$ cat src/rtl/fifo_read_packer.sv
// Read-side drain of the async FIFO: pops entries with one-cycle read latency and packs LANES of them into one valid/ready word.
// Optional partial-word flush after TIMEOUT idle cycles is compiled in with `define PACKER_TIMEOUT_EN.
module fifo_read_packer #(
    parameter int unsigned WIDTH   = 8,
    parameter int unsigned LANES   = 4,
    parameter int unsigned TIMEOUT = 16
) (
    input  logic                         rd_clk,
    input  logic                         rd_rst,
    input  logic                         fifo_empty,
    input  logic [WIDTH-1:0]             fifo_data,
    output logic                         fifo_rd_en,
    output logic [WIDTH*LANES-1:0]       m_data,
    output logic                         m_valid,
    input  logic                         m_ready,
    output logic [$clog2(LANES+1)-1:0]   m_count
);

    localparam int unsigned CW = $clog2(LANES + 1);
    localparam int unsigned LW = (LANES > 1) ? $clog2(LANES) : 1;
    localparam logic [CW-1:0] FULL = CW'(LANES);
    // An illegal parameter set leaves the packer inert rather than corrupting words.
    localparam bit CFG_OK = (LANES >= 2) && (TIMEOUT >= 1);

    typedef enum logic [0:0] {
        FILL = 1'b0,
        HOLD = 1'b1
    } state_t;

    state_t                      state_q, state_d;
    logic [CW-1:0]               count_q, count_d;
    logic                        pending_q;
    logic [LANES-1:0][WIDTH-1:0] data_q, data_d;
    logic                        pop_c;
    logic                        m_valid_d;
    logic [CW-1:0]               m_count_d;

`ifdef PACKER_TIMEOUT_EN
    localparam int unsigned IW = $clog2(TIMEOUT + 1);
    logic [IW-1:0]               idle_q, idle_d;
`endif

    // Next-state, pop decision and lane capture.
    always_comb begin
        state_d   = state_q;
        count_d   = count_q;
        data_d    = data_q;
        pop_c     = 1'b0;
`ifdef PACKER_TIMEOUT_EN
        idle_d    = idle_q;
`endif
        case (state_q)
            FILL: begin
                pop_c = CFG_OK && !fifo_empty && !rd_rst &&
                        ((count_q + CW'(pending_q)) < FULL);
                if (pending_q) begin
                    data_d[LW'(count_q)] = fifo_data;
                    count_d              = count_q + CW'(1);
                end
                if (count_d == FULL) begin
                    state_d = HOLD;
                end
`ifdef PACKER_TIMEOUT_EN
                // Idle means a partial word with nothing in flight and nothing being popped.
                if (pending_q) begin
                    idle_d = '0;
                end else if ((count_q != '0) && !pop_c) begin
                    idle_d = idle_q + IW'(1);
                    if (idle_d == IW'(TIMEOUT)) begin
                        state_d = HOLD;
                    end
                end
`endif
            end
            HOLD: begin
                if (m_ready) begin
                    state_d = FILL;
                    count_d = '0;
                    data_d  = '0;
`ifdef PACKER_TIMEOUT_EN
                    idle_d  = '0;
`endif
                end
            end
            default: state_d = FILL;
        endcase

        m_valid_d = (state_d == HOLD);
`ifdef PACKER_TIMEOUT_EN
        m_count_d = m_valid_d ? count_d : '0;
`else
        m_count_d = m_valid_d ? FULL : '0;
`endif
    end

    always_ff @(posedge rd_clk) begin
        if (rd_rst) begin
            state_q   <= FILL;
            count_q   <= '0;
            pending_q <= 1'b0;
            data_q    <= '0;
            m_valid   <= 1'b0;
            m_count   <= '0;
`ifdef PACKER_TIMEOUT_EN
            idle_q    <= '0;
`endif
        end else begin
            state_q   <= state_d;
            count_q   <= count_d;
            pending_q <= pop_c;
            data_q    <= data_d;
            m_valid   <= m_valid_d;
            m_count   <= m_count_d;
`ifdef PACKER_TIMEOUT_EN
            idle_q    <= idle_d;
`endif
        end
    end

    assign fifo_rd_en = pop_c;
    assign m_data     = data_q;

endmodule
$ cat config.mk
export PLATFORM = sky130hd
export DESIGN_NAME = fifo_read_packer
export DESIGN_NICKNAME = d
export VERILOG_FILES = /design/src/rtl/fifo_read_packer.sv
export SDC_FILE = /design/constraint.sdc
export NUM_CORES = 1
export LEC_CHECK = 0
export CAP_MARGIN = 20
export CORE_MARGIN = 5
export CORE_UTILIZATION = 45
export CTS_CLUSTER_DIAMETER = 40
export DETAILED_ROUTE_END_ITERATION = 8
export PLACE_DENSITY = 0.87
export SETUP_SLACK_MARGIN = 0.1
export SLEW_MARGIN = 20
export SYNTH_ARGS = -nofsm -noshare
export SYNTH_HDL_FRONTEND = slang
export SYNTH_SLANG_ARGS = --single-unit
export TNS_END_PERCENT = 10
$ cat constraint.sdc
create_clock -name rd_clk -period 1.5 [get_ports rd_clk]
set_input_delay 0.15 -clock rd_clk [delete_from_list [all_inputs] [get_ports rd_clk]]
set_output_delay 0.15 -clock rd_clk [all_outputs]
set_load 0.01 [all_outputs]
==> run summary, run 1 <==
The run finished with clean final reports. Buffers placed on the I/O ports in this run total 46. In the final layout, flip-flops and latches occupy 743 um2. The met2 demand-to-capacity share in global routing came out at 26.9%. In this run, flip-flops and latches consume 51.8% of the power.

The number of clock buffers inserted by TritonCTS was 5; the setup slack of the worst register-to-register path was 0.11 ns. The number of antenna diodes in the final layout is 0. For the worst setup path, the data required time is 1.35 ns.

The synthesized design spends more area on one cell type than any other, namely sky130_fd_sc_hd__dfxtp_1. Maximum clock skew at final layout: 0.00257 ns. In this run the power spent charging and discharging nets is 0.000480 W. The cell area that synthesis handed to floorplanning was 1760 um2.

The layer flagged by global routing as most heavily used is met2. The endpoint of the worst setup timing path was fifo_rd_en. Yosys printed 0 warnings. Width of the chip: 72.6 um. The net count of the finished layout is 250. The via count of the first global-routing pass is 1405. Via count: 1578. Among cell families on the critical path, the largest total delay comes from flip-flops.

The multi-input combinational cell area came out at 893 um2. The beginning of the critical path was count_q[0]. The most used flip-flop cell after synthesis is sky130_fd_sc_hd__dfxtp_1.

In this run the core area contains 22 standard-cell rows. The wire length of the first global-routing pass came out at 6620 um. IR analysis of the VDD net gives a maximum drop of 0.000558 V. Setup repair after global routing could not meet its margin everywhere. After technology mapping, the gate count stands at 193. The final period demand of the worst path works out to 1.42 ns. The filler cells instantiated in the layout total 333. The effective utilization at floorplan was 47.4%; the final cycle utilization of the critical path was 95.0%. In the final layout, the share of cells above drive strength 1 is 11.6%. Sorting the synthesized cells by area gives the leading types as sky130_fd_sc_hd__dfxtp_1 (42%), sky130_fd_sc_hd__nand4b_1 (12%), sky130_fd_sc_hd__nand3_1 (11%). In the routed design, unresolved DRC markers number 0. At the later pin of the worst-skew pair, clock insertion delay measures 0.29 ns.

Number of pins exceeding their max-slew limit in the final report: 0. In this run, the number of DRC markers left after iteration 0 of detailed routing was 142. The total of flip-flops plus latches after synthesis is 37, and the post-placement cell count is 274.

Across every metal layer, demand over resource in global routing totals 16.5%. The largest net degree at the start of global routing is 39. The worst register-to-register path has a depth of 4. After synthesis, the share of flip-flops with an asynchronous set or reset is 0%. For the number of top-level pins, the log shows 49. Internal power comes to 0.00148 W.

After detailed routing, the total wire length is 4240 um. The per-cell via count in the routed design is 5.62. The number of buffers and inverters on the critical path works out to 1. The clock group share of total power came out at 35.6%. After global routing the overflow that remains totals 0. The tightest min-delay check is of the primary input to register type. In the global route stage, met1 resource usage came out at 19.4%. STA classifies the critical path endpoint as an output port. The logs give 281 for the filler-free cell count of the finished design and 0 for the final count of hold timing violations. The ratio of total power to cell area was 848 nW/um2; the number of synthesized flops with an enable pin was 0. The floorplan step set the die height to 72.6 um. Global routing used 5.51% of the available met3 tracks. Area of the core: 3720 um2. For the remaining number of nets flagged by the antenna check after routing, the log shows 0. The logs give 0 for the number of buffers inserted by post-CTS setup repair and 5270 um2 for the full die area. Summing the sequential cell areas from Yosys gives 42.0% of the chip area. In this run the critical register-to-register path is launched from pending_q. TritonCTS built the clock tree. Net switching is 24.4% of the power. sky130_fd_sc_hd__nand3_1 is the most common cell in the netlist. The commonest cells after synthesis are sky130_fd_sc_hd__nand3_1 (40), sky130_fd_sc_hd__dfxtp_1 (37), sky130_fd_sc_hd__a21oi_1 (35), sky130_fd_sc_hd__nand4b_1 (24), sky130_fd_sc_hd__buf_2 (7).

In this run the number of cells on the critical path is 5. The tools report the end of the worst register-to-register path as m_data[25]. The worst setup path is launched from a register. The tools report the leakage power as 0.811 nW. Max-cap violations in this run came to 0. The number of antenna violations at the first check in global routing is 0.

Number of H-tree branching levels: 2. The category of the critical setup timing path is register to output port. The area growth from synthesis to layout is 31.3%.

Combinational logic burns 12.5% of the power. Before antenna repair, the detailed router went through 4 iterations. After clock tree synthesis, the clock-pin slew on the worst setup and hold paths is 0.07 ns. The routed length per instance was 15.1 um.

CTS saw 37 sinks. Among all stages on the critical path, the largest delay is contributed by sky130_fd_sc_hd__dfxtp_2. The critical path goes through ha_1 > nand2_1 > xnor2_1 > nor4_1 > buf_2. The cell sitting at the root of the clock tree is a sky130_fd_sc_hd__clkbuf_8.

Setup violations remaining at the end of the flow were counted as 0. The run gives 702 MHz as the maximum frequency from static timing analysis. The half-perimeter wire length of the detailed placement result was 2950 um; the fraction of synthesized cell area taken by the top area cell type was 42.0%. The total negative slack is 0 ns, and the longest individual stage delay on the worst path is 0.33 ns. Data on the critical path arrives at its endpoint at 1.27 ns. Along the worst path, the maximum fanout reaches 2. The number of hold buffers added after cts came out at 0. The number of distinct standard cells referenced by the synthesized netlist came out at 27.

A synthesized cell averages 9.13 um2. Final weighted congestion of routability-driven global placement: 0.807. The tools report the buffer depth of the longest clock path as 2.
==> power by group through the flow <==
stage	Sequential, W	Combinational [W]	Clock (W)
after floorplan	0.00105	0.000114	0
after global placement	0.00104	0.000228	0
after detailed placement	0.00104	0.000234	0
after CTS	0.00102	0.000234	0.000718
after global routing	0.00102	0.000265	0.000761
final	0.00102	0.000246	0.000700
==> layout by cell type (no fill, tap or decap) <==
master / instances
sky130_fd_sc_hd__nand4b_1: 24
sky130_fd_sc_hd__nor4_1: 2
sky130_fd_sc_hd__clkbuf_8: 6
sky130_fd_sc_hd__dlygate4sd2_1: 2
sky130_fd_sc_hd__o21ai_1: 1
sky130_fd_sc_hd__buf_4: 9
sky130_fd_sc_hd__nand3b_2: 2
sky130_fd_sc_hd__nand2_4: 1
sky130_fd_sc_hd__ha_4: 2
sky130_fd_sc_hd__clkinvlp_4: 1
sky130_fd_sc_hd__nand2_1: 4
sky130_fd_sc_hd__o21ai_0: 1
sky130_fd_sc_hd__a21oi_1: 35
sky130_fd_sc_hd__conb_1: 2
sky130_fd_sc_hd__inv_1: 1
sky130_fd_sc_hd__mux2i_1: 1
sky130_fd_sc_hd__xnor2_1: 1
sky130_fd_sc_hd__clkdlybuf4s50_1: 43
sky130_fd_sc_hd__and3b_1: 1
sky130_fd_sc_hd__nand3b_4: 2
sky130_fd_sc_hd__buf_2: 1
sky130_fd_sc_hd__nor2_1: 2
sky130_fd_sc_hd__dfxtp_1: 35
sky130_fd_sc_hd__dfxtp_2: 2
sky130_fd_sc_hd__clkbuf_1: 1
sky130_fd_sc_hd__nand3b_1: 2
sky130_fd_sc_hd__ha_1: 3
sky130_fd_sc_hd__nand2b_1: 2
sky130_fd_sc_hd__nand3_1: 40
sky130_fd_sc_hd__and2b_1: 3
sky130_fd_sc_hd__o41ai_2: 1
==> what timing repair did <==
item                       4_1_cts  5_1_grt
gates resized for setup          7        8
pin swaps                        0        0
setup endpoints to repair        3       21
==> routing by layer <==
metal  wire length [um]  share of wire (%)
met2               2170                 51
met1               1700                 40
met4                109                2.6
met5                  0                  0
met3                261                6.2
==> registers in the layout, summed over array words and instances, names as in the netlist <==
register   cells
m_data        32
count_q        3
pending_q      1
m_count        1
==> worst reg2reg max path, stage by stage, from the launching register on <==
cell and delay, ns:
sky130_fd_sc_hd__dfxtp_2 0.33, sky130_fd_sc_hd__buf_4 0.33, sky130_fd_sc_hd__and3b_1 0.39, sky130_fd_sc_hd__nand3_1 0.11, sky130_fd_sc_hd__a21oi_1 0.16
==> metrics by stage <==
stage               util, %  power (W)  cell area (um2)  setup slack [ns]  hold slack, ns
floorplan                 -    0.00116             1770             0.223           0.229
global placement       59.3    0.00127             2200           -0.0516           0.455
detailed placement     59.3    0.00127             2200           -0.0417           0.460
CTS                    61.4    0.00197             2280            0.0293           0.416
global route           62.3    0.00205             2310          -0.00867           0.409
finish                 62.3    0.00196             2310            0.0752           0.417
==> how the worst min path moves through the flow <==
| stage | slack (ns) | end | start | cells after the start |
|---|---|---|---|---|
| floorplan | 0.23 | pending_q | fifo_empty | 1 |
| finish | 0.42 | pending_q | fifo_empty | 2 |
| global route | 0.41 | pending_q | fifo_empty | 2 |
| CTS | 0.42 | pending_q | fifo_empty | 2 |
| global placement | 0.45 | m_data[13] | m_data[13] | 2 |
| detailed placement | 0.46 | m_data[28] | m_data[28] | 2 |
==> cells by family after synthesis <==
logic type	share of synthesized area, %
and+or+nand+nor	32.8
AOI/OAI and AO/OA	11.4
DFF	42.0
buffers and inverters	8.94
adders and majority gates	3.55
other	0.213
xor gates and xnor gates	0.497
muxes	0.568
==> cell type report <==
cell class | instances | area share, %
clock buffers | 7 | 3.73
inverters | 2 | 0.486
multi-input cells | 132 | 38.6
flip-flops and latches | 37 | 32.1
well taps | 48 | 2.59
repair buffers | 55 | 22.5
No activity file was read; power rests on OpenSTA's default activity.
==> run 2: changes to the inputs <==
--- a/config.mk
+++ b/config.mk
@@ -8,8 +8,8 @@
 export CAP_MARGIN = 20
 export CORE_MARGIN = 5
-export CORE_UTILIZATION = 45
+export CORE_UTILIZATION = 47
 export CTS_CLUSTER_DIAMETER = 40
 export DETAILED_ROUTE_END_ITERATION = 8
-export PLACE_DENSITY = 0.87
+export PLACE_DENSITY = 0.9
 export SETUP_SLACK_MARGIN = 0.1
 export SLEW_MARGIN = 20
==> constraint.sdc (replaced) <==
create_clock -name rd_clk -period 1.5 [get_ports rd_clk]
set_input_delay 0.15 -clock rd_clk [delete_from_list [all_inputs] [get_ports rd_clk]]
set_output_delay 0.15 -clock rd_clk [all_outputs]
set_load 0.02 [all_outputs]
==> run 2 against run 1 <==
Net effect: clock power shrank 6.6%; register-to-register slack lost 0.03 ns; flip-flop and latch count is the same; critical path type unchanged.
==> run summary, run 2 (synthesis gave the netlist of run 1 again) <==
Final period demand of the worst path: 1.44 ns (+0.0112 ns). The final instance area was 2360 um2 (+2.1%); the maximum vdd drop was 0.000658 V (+18%). The minimum hold slack was 0.465 ns (+0.0481 ns). The number of antenna violations at the first check in global routing was 0 (unchanged). Broken down by cell family, the worst path's largest delay share belongs to flip-flops. The remaining number of nets flagged by the antenna check after routing was 0 (unchanged). The share of layout cells above drive strength 1 was 12.0% (+0.43 points); the number of pins exceeding their max-slew limit in the final report was 0 (unchanged). The tools report the net count of the finished layout as 249 (-0.40%). The longest individual stage delay on the worst path was 0.33 ns (about the same). Routed length per instance: 15.7 um (+3.7%).

The logs give 27.0% (+0.19 points) for the met2 demand-to-capacity share in global routing and 2980 um (+1.1%) for the half-perimeter wire length of the detailed placement result. The number of detailed-route iterations in the first pass came out at 4 (unchanged). The critical path's slowest cell was sky130_fd_sc_hd__dfxtp_2.

The run gives 39 (unchanged) as the largest net degree at the start of global routing. The critical path goes through ha_1 > nand2_1 > xnor2_1 > nor4_2 > buf_4. The logs give 64.5% (+2.2 points) for the utilization after layout and 0 (unchanged) for the diode insertion count for antenna repair. Number of buffers and inverters on the critical path: 1 (unchanged). For the effective utilization at floorplan, the log shows 48.2% (+0.71 points). The fraction of power consumed by combinational cells is 13.1% (+0.6 points).

The ratio of total power to cell area was 814 nW/um2 (-4.0%). The number of clock buffers inserted by TritonCTS is 5 (unchanged). The number of standard-cell rows in the floorplan is 22 (unchanged), and the per-cell via count in the routed design is 5.60 (-0.25%). For the number of clock sinks, the log shows 37 (unchanged). The remaining design rule violation count came out at 0 (unchanged). The multi-input combinational cell area was 888 um2 (-0.56%). The leakage power came out at 1.28 nW (+58%).

The category of the critical setup timing path was register to output port. The endpoint arrival time on the critical path came out at 1.29 ns (+0.02 ns). The switching power was 0.000493 W (+2.7%).

The min-delay analysis places its worst path in the category register to register. Setup repair after global routing could not meet its margin everywhere. Clock insertion delay at the later pin of the skew report: 0.28 ns (about the same).

The run gives 0 (unchanged) as the max-capacitance violation count. TritonCTS built the clock tree. The number of top-level pins is 49 (unchanged), and the global-route usage over all layers is 16.7% (+0.19 points). The post-placement cell count was 273 (-0.36%); the final-report setup violation count was 0 (unchanged). The number of buffers inserted by post-CTS setup repair is 0 (unchanged), and the number of input and output port buffers inserted is 46 (unchanged).

The global-route track usage on met1 is 21.2% (+1.8 points), and the area growth from synthesis to layout is 34.0%. The required time of the worst setup path is 1.35 ns (about the same), and the via count is 1574 (-0.25%). Register clock-pin slew on the reported worst setup and hold paths: 0.07 ns (about the same). The number of H-tree branching levels came out at 2 (unchanged). In the layout the commonest cells are sky130_fd_sc_hd__nand3_1 (40), sky130_fd_sc_hd__a21oi_1 (35), sky130_fd_sc_hd__dfxtp_1 (34). The post-detailed-routing wire length was 4400 um (+3.7%). The startpoint class of the critical path is a register.

Final weighted congestion of routability-driven global placement: 0.795 (-1.5%). The biggest fanout along the worst timing path is 2 (unchanged). The full die area came out at 5080 um2 (-3.7%). The tools report the proportion of power drawn by flip-flops and latches as 52.9% (+1.1 points). The height of the chip was 71.2 um (-1.9%). The area used by sequential logic in the layout is 744 um2 (+0.17%), and the maximum frequency from static timing analysis is 696 MHz (-0.78%).

Filler-free cell count of the finished design: 281 (unchanged). The commonest non-fill, non-tap cell in the layout was sky130_fd_sc_hd__nand3_1. The total congestion overflow was 0 (unchanged).

The switching portion of total power is 25.6% (+1.2 points), and the final cycle utilization of the critical path is 95.7% (+0.75 points). The buffer depth of the longest clock path is 2 (unchanged), and the flip-flop count of the largest register after layout is 32 (unchanged). The width of the chip is 71.2 um (-1.9%). The via count of the first global-routing pass was 1395 (-0.71%). The maximum clock skew at final layout is 0.00521 ns (+0.00263 ns).

For the number of design-rule violations left by the first detailed-router iteration, the log shows 75 (-47%). The total placed instance area came out at 2200 um2 (about the same). The most used routing layer in global routing was met2.

The final count of hold timing violations was 0 (unchanged). For the met3 demand-to-capacity share in global routing, the log shows 5.75% (+0.24 points). The internal power component was 0.00143 W (-3.6%).

The tree is rooted in a sky130_fd_sc_hd__clkbuf_8. The tools report the clock group share of total power as 34.0% (-1.6 points). The tools report the type of element capturing the critical path as an output port. The wire length of the first global-routing pass is 6660 um (+0.51%), and the total negative slack is 0 ns (unchanged). The tools report the number of filler instances in the final layout as 320 (-3.9%). The run finished with clean final reports.

The area of the core came out at 3660 um2 (-1.5%).
==> run 2: cell types whose count changed in the layout (fill, tap and decap cells not counted), sizes merged, moves of 2 or more <==
cell           delta
clkdlybuf4s50    -30
dlymetal6s2s     +25
dlygate4sd2       +5
clkinv            +2
==> run 2: worst paths after layout <==
kind,slack (ns),to,from,depth (start not counted)
worst max-delay path,0.06,fifo_rd_en,pending_q,5
worst min-delay path,0.47,m_data[23],m_data[23],2
worst max register to register,0.08,m_count[2],pending_q,4
worst min register to register,0.47,m_data[23],m_data[23],2
==> run 2: power by group through the flow <==
| stage | clock (W) | sequential (W) | combinational (W) |
|---|---|---|---|
| after floorplan | 0 | 0.00106 | 0.000118 |
| after global placement | 0 | 0.00104 | 0.000247 |
| after detailed placement | 0 | 0.00104 | 0.000253 |
| after CTS | 0.000672 | 0.00102 | 0.000249 |
| after global routing | 0.000710 | 0.00102 | 0.000271 |
| final | 0.000654 | 0.00102 | 0.000251 |
==> run 2: what timing repair did <==
item	in CTS	in global routing
resized for setup	15	31
setup endpoints to repair	9	60
hold buffers	0	0
==> run 2: through the flow <==
step	setup WS, ns	power, W
after detailed placement	-0.135	0.00129
final	0.0640	0.00192
after floorplan	0.103	0.00118
after CTS	0.0559	0.00194
after global placement	-0.128	0.00129
after global routing	-0.0234	0.00200
==> run 2: final cells by class <==
cell class	instances	share of cell area (%)
Clock buffer	6	3.07
Clock inverter	2	0.424
Inverter	2	0.318
Multi-Input combinational cell	132	37.6
Sequential cell	37	31.5
Tap cell	48	2.54
Timing Repair Buffer	54	24.5
==> run 2: worst register-to-register path, delay by kind of cell (launching register included) <==
kind,cells,cell delay [ns]
buf+inv,1,0.33
compound gates,1,0.31
simple gates,1,0.16
flops,1,0.33
mux,1,0.18
==> run 2: per-layer routing <==
layer	wire [um]	vias to the layer above
met5	0	-
met4	51	0
met3	300	6
met2	2240	52
met1	1810	740
li1	-	776
==> run 3: changes to the inputs <==
Settings changed: REMOVE_ABC_BUFFERS from default to 1.
==> run 3 against run 2 <==
Net effect: first-iteration DRC count grew 92%; flip-flop and latch count is the same; largest power group unchanged; sequential share of layout area grew 0.65 points; setup slack lost 0.021 ns; combinational power is essentially flat; clock power grew 6.7%; count of clock-buffer cells in the layout is the same; utilization shrank 1.4 points; global-route usage grew 1.2 points; critical path depth is the same; cell area shrank 2.2%; critical path type unchanged.
==> run summary, run 3 (synthesis gave the netlist of run 1 again) <==
The run finished with clean final reports. Relative to the synthesized area, the layout overhead comes to 31.1%. The startpoint class of the critical path is a register. The flip-flop count of the largest register after layout came out at 32 (unchanged). The logs give 0 (unchanged) for the final-report setup violation count and 1586 (+14%) for the via count of the first global-routing pass. Ratio of total power to cell area: 852 nW/um2 (+4.7%). The tools report the fraction of power consumed by combinational cells as 12.9% (-0.2 points). The total congestion overflow came out at 0 (unchanged). The total negative slack is 0 ns (unchanged), and the wire length of the first global-routing pass is 7320 um (+9.9%).

The share of layout cells above drive strength 1 was 11.1% (-0.91 points); the number of design-rule violations left by the first detailed-router iteration was 144 (+92%). The height of the chip came out at 71.2 um (unchanged). The logs give 51.7% (-1.2 points) for the proportion of power drawn by flip-flops and latches and 49 (unchanged) for the number of top-level pins. The half-perimeter wire length of the detailed placement result is 3040 um (+2.0%), and the buffer depth of the longest clock path is 2 (unchanged). The total power was 0.00197 W (+2.4%).

The routed length per instance was 15.7 um (+0.37%); the number of hold buffers added after cts was 0 (unchanged). The post-detailed-routing wire length is 4430 um (+0.73%), and the largest net degree at the start of global routing is 39 (unchanged). The max-capacitance violation count was 0 (unchanged); the area of the core was 3660 um2 (unchanged). The multi-input combinational cell area was 877 um2 (-1.3%); the via count was 1583 (+0.57%).

The run gives 1.35 ns (about the same) as the required time of the worst setup path. The number of input and output port buffers inserted came out at 46 (unchanged). The number of clock sinks was 37 (unchanged); the utilization after layout was 63.1% (-1.4 points). The final period demand of the worst path was 1.46 ns (+0.0206 ns); the diode insertion count for antenna repair was 0 (unchanged). The tools report the endpoint arrival time on the critical path as 1.31 ns (+0.02 ns). Area used by sequential logic in the layout: 743 um2 (-0.17%). The worst hold-check path type was primary input to register. The run gives 0.000496 W (+0.56%) as the switching power. The run gives 0.000554 V (-16%) as the maximum vdd drop.

The width of the chip was 71.2 um (unchanged). The effective utilization at floorplan is 48.2% (unchanged). The full die area came out at 5080 um2 (unchanged). Leaving out fill and tap cells, the most frequent cells in the layout are sky130_fd_sc_hd__nand3_1 (40), sky130_fd_sc_hd__clkdlybuf4s50_1 (38), sky130_fd_sc_hd__a21oi_1 (35), sky130_fd_sc_hd__dfxtp_1 (35), sky130_fd_sc_hd__nand4b_1 (24). The net count of the finished layout came out at 251 (+0.80%). The type of element capturing the critical path was an output port. Number of standard-cell rows in the floorplan: 22 (unchanged). The tools report the clock insertion delay at the later pin of the skew report as 0.29 ns (about the same). The switching portion of total power came out at 25.2% (-0.46 points). Biggest fanout along the worst timing path: 2 (unchanged). The maximum frequency from static timing analysis was 687 MHz (-1.4%); the register clock-pin slew on the reported worst setup and hold paths was 0.07 ns (about the same). The clock group share of total power came out at 35.4% (+1.4 points). The final count of hold timing violations was 0 (unchanged); the maximum clock skew at final layout was 0.00729 ns (+0.00209 ns).

Setup repair after global routing could not meet its margin everywhere. The per-cell via count in the routed design is 5.61 (+0.22%), and the number of H-tree branching levels is 2 (unchanged). The remaining design rule violation count was 0 (unchanged); the remaining number of nets flagged by the antenna check after routing was 0 (unchanged).

The commonest non-fill, non-tap cell in the layout was sky130_fd_sc_hd__nand3_1. The logs give 331 (+3.4%) for the number of filler instances in the final layout and 0.853 (+7.4%) for the final weighted congestion of routability-driven global placement. Category of the critical setup timing path: register to output port.

The run gives 17.9% (+1.2 points) as the global-route usage over all layers. The tools report the number of pins exceeding their max-slew limit in the final report as 0 (unchanged). The run gives 5 (unchanged) as the number of clock buffers inserted by TritonCTS. The number of antenna violations at the first check in global routing was 0 (unchanged); the final cycle utilization of the critical path was 97.1% (+1.4 points).

The logs give 282 (+0.36%) for the filler-free cell count of the finished design and 275 (+0.73%) for the post-placement cell count. The tree is rooted in a sky130_fd_sc_hd__clkbuf_8. The tools report the number of detailed-route iterations in the first pass as 4 (unchanged).

For the number of buffers inserted by post-CTS setup repair, the log shows 0 (unchanged). The internal power component is 0.00147 W (+3.0%). TritonCTS built the clock tree. Leakage power: 0.866 nW (-32%).
## run 3: cell count changes in the layout (fill, tap and decap cells not counted), sizes merged
cell and delta:
clkdlybuf4s50 +25, dlymetal6s2s -25, buf +2, clkinvlp +1
clkinv -2
## run 3: critical path: stages (launching register included)
cell	delay [ns]
sky130_fd_sc_hd__dfxtp_2	0.33
sky130_fd_sc_hd__ha_1	0.14
sky130_fd_sc_hd__nand2_1	0.06
sky130_fd_sc_hd__xnor2_1	0.13
sky130_fd_sc_hd__nor4_1	0.15
sky130_fd_sc_hd__buf_2	0.20
## run 3: final timing paths
kind | startpoint | to | slack [ns] | cells past startpoint
setup / recovery | count_q[0] | fifo_rd_en | 0.04 | 5
hold / removal | fifo_empty | pending_q | 0.44 | 2
setup reg to reg | pending_q | m_data[29] | 0.10 | 4
hold reg to reg | m_data[11] | m_data[11] | 0.47 | 2
## run 3: layout make-up
type	instances	share of cell area (%)
Tap cell	48	2.60
Clock buffer	6	3.57
Clock inverter	1	0.325
Multi-Input combinational cell	132	38.0
Timing Repair Buffer	56	23.1
Inverter	2	0.325
Sequential cell	37	32.2
## run 3: layer usage
metal	vias to the layer above	routed length, um	part of all wire [%]	GRT usage, %
met1	734	1880	42	22.7
met2	63	2140	48	29.1
li1	780	-	-	-
met4	0	40	0.90	5.01
met3	6	374	8.4	5.75
met5	-	0	0	0
## run 3: through the flow
stage          hold WS (ns)  setup WS [ns]  cell area, um2
2_1_floorplan         0.219         -0.680            1620
3_3_place_gp          0.457         -0.189            2210
3_5_place_dp          0.458         -0.199            2210
4_1_cts               0.442         0.0123            2290
5_1_grt               0.453        -0.0996            2310
6_report              0.435         0.0434            2310
## run 3: power by group through the flow
stage | sequential (W) | combinational (W) | clock, W
after floorplan | 0.00107 | 0.0000785 | 0
after global placement | 0.00104 | 0.000247 | 0
after detailed placement | 0.00104 | 0.000253 | 0
after CTS | 0.00102 | 0.000251 | 0.000713
after global routing | 0.00102 | 0.000274 | 0.000754
final | 0.00102 | 0.000254 | 0.000698
## run 3: timing repair
item,in CTS,in global routing
gates resized for setup,13,5
setup endpoints to repair,10,55
pin swaps,0,0
==> edit (flow settings as in run 2) <==
`data_q` no longer has a reset.
--- a/src/rtl/fifo_read_packer.sv
+++ b/src/rtl/fifo_read_packer.sv
@@ -99,5 +99,4 @@
             count_q   <= '0;
             pending_q <= 1'b0;
-            data_q    <= '0;
             m_valid   <= 1'b0;
             m_count   <= '0;
@@ -109,5 +108,4 @@
             count_q   <= count_d;
             pending_q <= pop_c;
-            data_q    <= data_d;
             m_valid   <= m_valid_d;
             m_count   <= m_count_d;
@@ -118,4 +116,8 @@
     end
 
+    always_ff @(posedge rd_clk) begin
+        data_q <= data_d;
+    end
+
     assign fifo_rd_en = pop_c;
     assign m_data     = data_q;
Check against the original RTL: differs if rd_rst is asserted again (counterexample within 4 cycles, from zero or initial values and one cycle with rd_rst high); with rd_rst held inactive, the same outputs for 10 cycles.
==> edit against run 2 <==
- worst setup slack lost 0.041 ns
- critical endpoint unchanged
- sequential cell count stayed put
- worst hold slack worse by 0.0042 ns
- total power increased by 19%
- critical path type unchanged
- synthesized area up 1.6%
- design area is 9.4% higher
- non-clock buffer count is 5 higher
- combinational power grew 69%
- sequential share of layout area grew 9.8 points
- highest routed layer unchanged
- wire length decreased by 11%
- synthesized cell count down 26%
- fmax shrank 2.8%
- via count decreased by 20%
==> edit: results (changes against run 2) <==
Power and ir drop
  – Pleak: 1.09 nW (was 1.28 nW)
  – Comb. pwr: 0.000425 W (was 0.000251 W)
  – Internal power: 0.00171 W (was 0.00143 W)
  – Register share of total power: 0.532 (was 0.529)
  – Comb pwr share: 0.186 (was 0.131)

Placed design
  – Area after DPL: 2420 µm² (was 2200 µm²)
  – Dpl hpwl: 2.83 mm (was 2.98 mm)

Worst setup path
  – Reg2reg path depth: 6 (was 4)
  – R2r setup slk: 0.11 ns (was 0.08 ns)
  – Reg2reg start: count_q[1]$_SDFFE_PP0P_ (was pending_q$_SDFF_PP0_)

Layout
  – Layout Nets: 216 (was 249)
  – Fill cell count: 282 (was 320)
  – Multi-input gate area: 762 µm² (was 888 µm²)
  – Fin cells: 248 (was 281)

Synthesis
  – Sequential share of the synthesized area: 0.592 (was 0.420)
  – Post-Syn Instances: 143 (was 193)
  – Most common flop cell mapped by yosys: edfxtp_1 (was dfxtp_1)
  – Post-synthesis mux area share: 0.184 (was 0.00568)
  – Number of synthesized flops with an enable pin: 32 (was 0)
  – Library cells used by synthesis: 21 (was 27)
  – Synth Area in Compound Gates: 0.0230 (was 0.114)
  – Synth Area in XOR/XNOR: 0.00489 (was 0.00497)
  – Post-Synth Adder-Cell Area: 0.0349 (was 0.0355)
  – Area contributors post-synth: edfxtp_1 54%, mux2i_1 18%, nor2_1 7.3%, dfxtp_1 5.6%, ha_1 3.5% (was dfxtp_1 42%, nand4b_1 12%, nand3_1 11%, a21oi_1 9.9%, ha_1 3.5%)

GRT
  – Met2 usage: 0.265 (was 0.270)
  – Total GRT Usage: 0.153 (was 0.167)
  – Largest net degree at the start of global routing: 33 (was 39)
  – Routing usage on met1: 0.188 (was 0.212)
  – M3 GR Usage: 0.0435 (was 0.0575)

Timing
  – Hold_ws: 0.461 ns (was 0.465 ns)

Drt
  – Metal1 wirelength: 1.61 mm (was 1.81 mm)
  – Routed vias: 1261 (was 1574)
  – Final wirelength: 3.93 mm (was 4.40 mm)
  – WL met2: 2.07 mm (was 2.24 mm)

Hold path
  – HP Start: fifo_empty (was m_data[23]$_SDFFE_PP0P_)

Outcome
  – Status: complete, no violations (unchanged)
edit: changes by cell type after synthesis, moves of 3 or more:
cell      before  now
buf_4          6    3
nand3_1       40    0
nand4b_1      24    0
mux2i_1        1   33
a21oi_1       35    3
dfxtp_1       37    5
buf_6          4    1
nor2_1         2   35
edfxtp_1       0   32
edit: timing repair:
action,in CTS,in global routing
gates resized for setup,39,26
hold buffers,0,0
setup buffers,0,0
endpoints found under the setup margin,36,44
pin swaps,2,0
endpoints found under the hold margin,0,0
edit: cell families after synthesis:
family / count (synthesis)
flip-flops: 37
other: 1
buffers and inverters: 13
multiplexers: 33
AND/OR/NAND/NOR: 47
AO/OA/AOI/OAI: 6
adder cells (fa/ha/maj): 5
XOR/XNOR: 1
edit: cell type report:
cell class	instances	area share
clock buffers	6	0.0281
clock inverters	2	0.00387
inverters	2	0.00484
multi-input cells	94	0.295
flip-flops and latches	37	0.413
well taps	48	0.0232
repair buffers	59	0.232
